`src/rtl/mem_data_arbiter.sv`:
```
// mem_data_arbiter
// Round-robin arbiter that shares one single-port data RAM between
// NUM_CORES load/store units. Each core issues one word access per
// req/ack handshake. A core may keep the grant across back-to-back
// accesses by holding lock. An idle lock is released after LOCK_TIMEOUT
// cycles, and a LOCK_TIMEOUT of 0 disables that release.
// The RAM is byte-addressable and big-endian within a word: the byte at
// addr lands in bits [31:24]. Reads are combinational, and writes land
// on the clock edge that ends the ACCESS cycle.

module mem_data_arbiter #(
  parameter int NUM_CORES    = 2,
  parameter int MEM_BYTES    = 12,
  parameter int LOCK_TIMEOUT = 16
) (
  input  logic                   clk,
  input  logic                   reset,
  input  logic [NUM_CORES-1:0]   req,
  input  logic [NUM_CORES-1:0]   we,
  input  logic [NUM_CORES-1:0]   lock,
  input  logic [32*NUM_CORES-1:0] addr,
  input  logic [32*NUM_CORES-1:0] wdata,
  output logic [NUM_CORES-1:0]   ack,
  output logic                   err,
  output logic [31:0]            rdata,
  output logic [31:0]            mem_addr,
  output logic [31:0]            mem_wdata,
  output logic                   mem_we,
  input  logic [31:0]            mem_rdata
);

  localparam int IDX_W = (NUM_CORES > 1) ? $clog2(NUM_CORES) : 1;
  localparam int CNT_W = (LOCK_TIMEOUT > 1) ? $clog2(LOCK_TIMEOUT) : 1;

  // Highest byte address at which a full word still fits in the RAM
  localparam logic [31:0]      ADDR_LAST = 32'(MEM_BYTES - 4);
  localparam logic [IDX_W-1:0] IDX_LAST  = IDX_W'(NUM_CORES - 1);
  localparam logic [CNT_W-1:0] CNT_LAST  =
    CNT_W'((LOCK_TIMEOUT > 0) ? LOCK_TIMEOUT - 1 : 0);

  typedef enum logic [1:0] {
    ST_IDLE,
    ST_ACCESS,
    ST_DONE,
    ST_HOLD
  } state_t;

  state_t           state;
  state_t           state_next;
  logic [IDX_W-1:0] ptr;
  logic [IDX_W-1:0] ptr_next;
  logic [IDX_W-1:0] owner;
  logic [IDX_W-1:0] owner_next;
  logic [IDX_W-1:0] owner_succ;
  logic [IDX_W-1:0] winner;
  logic             found;
  logic [CNT_W-1:0] hold_cnt;
  logic [CNT_W-1:0] hold_cnt_next;

  logic [NUM_CORES-1:0] owner_onehot;
  logic [31:0]          sel_addr;
  logic [31:0]          sel_wdata;
  logic                 sel_we;
  logic                 sel_req;
  logic                 sel_lock;
  logic                 in_range;

  // Round-robin pick: the first requester at or above ptr, otherwise the lowest requester (wrap-around)
  always_comb begin
    winner = ptr;
    found  = 1'b0;
    for (int j = 0; j < NUM_CORES; j++) begin
      if (!found && req[j] && (IDX_W'(j) >= ptr)) begin
        winner = IDX_W'(j);
        found  = 1'b1;
      end
    end
    for (int j = 0; j < NUM_CORES; j++) begin
      if (!found && req[j]) begin
        winner = IDX_W'(j);
        found  = 1'b1;
      end
    end
  end

  // Mux the current owner's request fields out of the packed per-core buses
  always_comb begin
    owner_onehot = '0;
    sel_addr     = '0;
    sel_wdata    = '0;
    sel_we       = 1'b0;
    sel_req      = 1'b0;
    sel_lock     = 1'b0;
    for (int j = 0; j < NUM_CORES; j++) begin
      if (owner == IDX_W'(j)) begin
        owner_onehot[j] = 1'b1;
        sel_addr        = addr[32*j +: 32];
        sel_wdata       = wdata[32*j +: 32];
        sel_we          = we[j];
        sel_req         = req[j];
        sel_lock        = lock[j];
      end
    end
  end

  // Pointer value that moves fairness past the current owner, wrapping at NUM_CORES
  always_comb begin
    owner_succ = (owner == IDX_LAST) ? '0 : owner + 1'b1;
    in_range   = (sel_addr <= ADDR_LAST);
  end

  // Next-state logic for grant, release and lock-timeout handling
  always_comb begin
    state_next    = state;
    ptr_next      = ptr;
    owner_next    = owner;
    hold_cnt_next = hold_cnt;
    case (state)
      ST_IDLE: begin
        if (found) begin
          owner_next = winner;
          state_next = ST_ACCESS;
        end
      end
      ST_ACCESS: begin
        state_next = ST_DONE;
      end
      ST_DONE: begin
        if (sel_lock) begin
          state_next    = ST_HOLD;
          hold_cnt_next = '0;
        end else begin
          state_next = ST_IDLE;
          ptr_next   = owner_succ;
        end
      end
      ST_HOLD: begin
        if (!sel_lock) begin
          state_next = ST_IDLE;
          ptr_next   = owner_succ;
        end else if (sel_req) begin
          state_next = ST_ACCESS;
        end else begin
          hold_cnt_next = hold_cnt + 1'b1;
          if ((LOCK_TIMEOUT != 0) && (hold_cnt == CNT_LAST)) begin
            state_next = ST_IDLE;
            ptr_next   = owner_succ;
          end
        end
      end
      default: begin
        state_next = ST_IDLE;
      end
    endcase
  end

  // Drive the RAM only during ACCESS, and never in a reset cycle, so an aborted access cannot write
  always_comb begin
    mem_addr  = '0;
    mem_wdata = '0;
    mem_we    = 1'b0;
    if ((state == ST_ACCESS) && !reset) begin
      mem_addr  = sel_addr;
      mem_wdata = sel_wdata;
      mem_we    = sel_we & in_range;
    end
  end

  // State, fairness pointer, owner and hold-counter registers
  always_ff @(posedge clk) begin
    if (reset) begin
      state    <= ST_IDLE;
      ptr      <= '0;
      owner    <= '0;
      hold_cnt <= '0;
    end else begin
      state    <= state_next;
      ptr      <= ptr_next;
      owner    <= owner_next;
      hold_cnt <= hold_cnt_next;
    end
  end

  // Registered response: one-cycle ack to the owner, with err and load data captured at the end of ACCESS
  always_ff @(posedge clk) begin
    if (reset) begin
      ack   <= '0;
      err   <= 1'b0;
      rdata <= '0;
    end else begin
      ack <= '0;
      err <= 1'b0;
      if (state == ST_ACCESS) begin
        ack   <= owner_onehot;
        err   <= !in_range;
        rdata <= in_range ? mem_rdata : 32'h0;
      end
    end
  end

endmodule

```
`config.mk`:
```
export PLATFORM = sky130hd
export DESIGN_NAME = mem_data_arbiter
export DESIGN_NICKNAME = d
export VERILOG_FILES = /design/src/rtl/mem_data_arbiter.sv
export SDC_FILE = /design/constraint.sdc
export NUM_CORES = 1
export LEC_CHECK = 0
export CAP_MARGIN = 10
export CORE_AREA = 2 2 104 106
export CTS_BUF_LIST = sky130_fd_sc_hd__clkbuf_4 sky130_fd_sc_hd__clkbuf_8
export CTS_CLUSTER_DIAMETER = 40
export DETAILED_ROUTE_END_ITERATION = 12
export DIE_AREA = 0 0 106 108
export PLACE_DENSITY = 0.84
export REMOVE_ABC_BUFFERS = 1
export SETUP_SLACK_MARGIN = 0.1
export SLEW_MARGIN = 5
export SYNTH_ARGS = -nofsm -noshare
export SYNTH_HDL_FRONTEND = slang
export SYNTH_SLANG_ARGS = --single-unit
```
`constraint.sdc`:
```
create_clock -name clk -period 2.5 [get_ports clk]
set_clock_uncertainty 0.2 [all_clocks]
set_input_delay 0.75 -clock clk [delete_from_list [all_inputs] [get_ports clk]]
set_output_delay 0.75 -clock clk [all_outputs]
set_load 0.02 [all_outputs]
```
==> results.sh <==
export IMPL_status="complete, but fails checks"
export IMPL_violations="negative setup slack"
export IMPL_via_per_inst=5.24
export IMPL_cp_required_ns=1.55
export IMPL_die_height_microns=108
export IMPL_crit_chain="buf_2 > nor4_4 > nand4_1 > mux2_4 > nor3_4 > buf_6"
export IMPL_synth_main_ff_cell="dfxtp_1"
export IMPL_cts_buffers=5
export IMPL_ys_seq_elements=43
export IMPL_timing_fmax_ghz=0.332
export IMPL_fin_setup_tns_ns=-18.87
export IMPL_sequentialPowerShare_pct=28.2
export IMPL_hold_path_class="reg2reg"
export IMPL_cts_clk_slew_worst_paths_ns=0.08
export IMPL_p_sw_share_pct=32.0
export IMPL_syn_cell_area_sq_um=2930
export IMPL_netlist_instances=374
export IMPL_wire_per_inst_microns=19.7
export IMPL_cts_tree="done"
export IMPL_setup_viol_count_final=65
export IMPL_max_stage_delay_ns=0.35
export IMPL_p_comb_share_pct=45.8
export IMPL_clock_tree_htree_level_count=2
export IMPL_synth_seq_area_share_pct=29.4
export IMPL_timing_final_crit_share_pct=120
export IMPL_nNetsFinal=836
export IMPL_stdcell_count=804
export IMPL_maxSlewViolCount=0
export IMPL_cpMaxStageDelayCell="nor4_4"
export IMPL_grt_usage_pct=24.9
export IMPL_cts_path_max_buffers=2
export IMPL_yosys_top_cells_area="dfxtp_1 29%, mux2i_1 22%, nor2_1 9.2%, o31ai_1 8.2%, nand3_1 6.0%"
export IMPL_rsz0062_at_grt="yes"
export IMPL_finalHoldViolations=0
export IMPL_finalPower_mw=2.48
export IMPL_worstPathMaxFanout=2
export IMPL_rows=37
export IMPL_antenna_found_initial=0
export IMPL_initial_core_util_pct=28.7
export IMPL_dp_cells=783
export IMPL_remaining_drc_errors=0
export IMPL_leakagePower_nw=2.58
export IMPL_cp_start_kind="input port"
export IMPL_p_per_area_nw_per_um2=351
export IMPL_n_antenna_cell=0
export IMPL_gr_total_overflow=0
export IMPL_async_flop_share_pct=0
export IMPL_port_buffers=267
export IMPL_core_area_sq_um=10200
export IMPL_yosysUniqueCellTypes=39
export IMPL_cpLargestDelayFamily="simple AND/OR/NAND/NOR gates"
export IMPL_cts_root_buf="clkbuf_8"
export IMPL_postRouteAntennaNets=0
export IMPL_internal_power_mw=1.69
export IMPL_p_switching_mw=0.793
export IMPL_grt_max_degree=34
export IMPL_fillers=709
export IMPL_worst_slack_ns=-0.510
export IMPL_layout_min_cycle_time_ns=3.01
export IMPL_max_slew_worst_pin_slew_ns=0.385
export IMPL_yosys_warnings=0
export IMPL_drt_wl_total_mm=15.8
export IMPL_place_gp_congestion=0.915
export IMPL_cp_arrival_ns=2.06
export IMPL_path_class="in2out"
export IMPL_io_pins=268
export IMPL_maxCapViolations=0
export IMPL_syn_avg_cell_area_sq_um=7.84
export IMPL_hpwl_mm=10.9
export IMPL_peakVddDrop_uv=303
export IMPL_vias=4210
export IMPL_worst_setup_path_end_kind="primary output"
export IMPL_synth_top_area_share_pct=29.4
export IMPL_die_area_sq_um=11400
export IMPL_syn2layout_area_growth_pct=141
export IMPL_die_w_microns=106
export IMPL_path_buf_inv=2
export IMPL_pwr_share_clk_pct=26.0
export IMPL_clk_latency_ns=0.29
export IMPL_dr_pass1_iters=4
export IMPL_yosysTopAreaCell="dfxtp_1"
export IMPL_clock_sinks=43
export IMPL_grt_pass1_wl_mm=22.2
export IMPL_slew_limit_headroom_pct=73.6
export IMPL_drive_gt1_share_pct=39.4
export IMPL_grt_pass1_vias=4145
export IMPL_first_iter_violations=146
export IMPL_synth_edff_count=0
-- registers in the layout (all words and copies together), names as in the netlist --
signal,count
ack,2
err,1
hold_cnt,4
owner,1
ptr,1
rdata,32
state,2
-- kinds of logic after synthesis --
kind of cell	count (synthesis)	share of synthesized area, %
and+or+nand+nor	175	27.1
muxes	68	23.8
AOI/OAI and AO/OA	51	12.3
DFF	43	29.4
buffers and inverters	36	7.00
adders and majority gates	1	0.427
-- per-stage QoR --
step                area, sq um  setup slack (ns)  util, %  hold slack (ns)
finish                     7060            -0.510     69.0            0.251
global route               7060            -0.570     69.0            0.286
floorplan                  2740             -2.63        -            0.252
detailed placement         5920             -1.61     57.9            0.238
CTS                        6640            -0.424     64.9            0.257
global placement           5920             -1.59     57.9            0.232
-- routing by layer --
metal  share of wire [%]  GRT usage (%)  routed length, microns  vias to the layer above
li1                    -              -                       -                     1934
met1                  38           28.0                    5960                     2021
met2                  52           45.9                    8160                      217
met3                 7.2           6.03                    1150                       38
met4                 3.5           8.36                     558                        0
met5                   0              0                       0                        -
-- cells in the final DEF (no fill, tap or decap), types with 5 or more instances in the layout --
cell,synthesis,layout
nand3_1,35,35
nor4_4,0,7
mux2i_2,0,9
buf_16,0,5
nor2_4,0,65
clkdlybuf4s15_2,0,5
nand2_1,36,36
o31ai_1,32,32
buf_6,7,69
buf_4,0,29
dfxtp_1,43,42
buf_2,14,22
nor2_1,72,6
dlygate4sd2_1,0,17
clkbuf_8,0,5
clkdlybuf4s50_1,0,142
clkdlybuf4s15_1,0,9
mux2i_1,64,55
a21oi_1,6,5
buf_12,0,7
buf_8,0,6
-- power groups by stage --
stage | clock, mW | combinational (mW) | sequential, mW
2_1_floorplan | 0 | 0.302 | 0.760
3_5_place_dp | 0 | 0.854 | 0.717
5_1_grt | 0.687 | 1.19 | 0.702
6_report | 0.646 | 1.14 | 0.701
3_3_place_gp | 0 | 0.846 | 0.716
4_1_cts | 0.656 | 1.01 | 0.701
-- tightest hold or removal path: cells and delay by family (launching register included) --
kind	cells	cell delay (ns)
flip-flops	1	0.31
AND/OR/NAND/NOR	1	0.05
AO/OA/AOI/OAI	1	0.05
-- final timing paths --
check	from	endpoint	slack [ns]	cells after the start
worst max-delay path	addr[16]	mem_we	-0.51	6
worst min-delay path	rdata[29]	rdata[29]	0.25	2
worst max register to register	owner	hold_cnt[2]	0.47	6
worst min register to register	rdata[29]	rdata[29]	0.25	2
-- what timing repair did --
| item | 4_1_cts | 5_1_grt |
|---|---|---|
| setup endpoints to repair | 98 | 94 |
| buffers inserted | 3 | 4 |
| endpoints found under the hold margin | 0 | 0 |
| hold buffers | 0 | 0 |
| cloned | 4 | 3 |
| pin swaps | 38 | 57 |
| resized for setup | 655 | 101 |
-- layout make-up --
cell class                 instances  area (sq um)  area share [%]
tap                              136           170            2.41
timing repair buffer             318          3280            46.5
sequential                        43           865            12.2
multi-input combinational        295          2590            36.7
clock inverter                     2          60.1           0.850
inverter                           4          15.0           0.213
clock buffer                       6          76.3            1.08
-- cells in the mapped netlist (2+ instances only) --
| cell type | instances |
|---|---|
| nor2_1 | 72 |
| mux2i_1 | 64 |
| dfxtp_1 | 43 |
| nand2_1 | 36 |
| nand3_1 | 35 |
| o31ai_1 | 32 |
| buf_2 | 14 |
| nor4_1 | 11 |
| clkbuf_1 | 9 |
| buf_6 | 7 |
| a21oi_1 | 6 |
| inv_1 | 4 |
| nand4_1 | 4 |
| nor3_1 | 4 |
| o21ai_0 | 4 |
| mux2_2 | 3 |
| and4_1 | 2 |
| buf_1 | 2 |
| nor2b_1 | 2 |
Note: power is estimated with default switching activity, not from simulation.
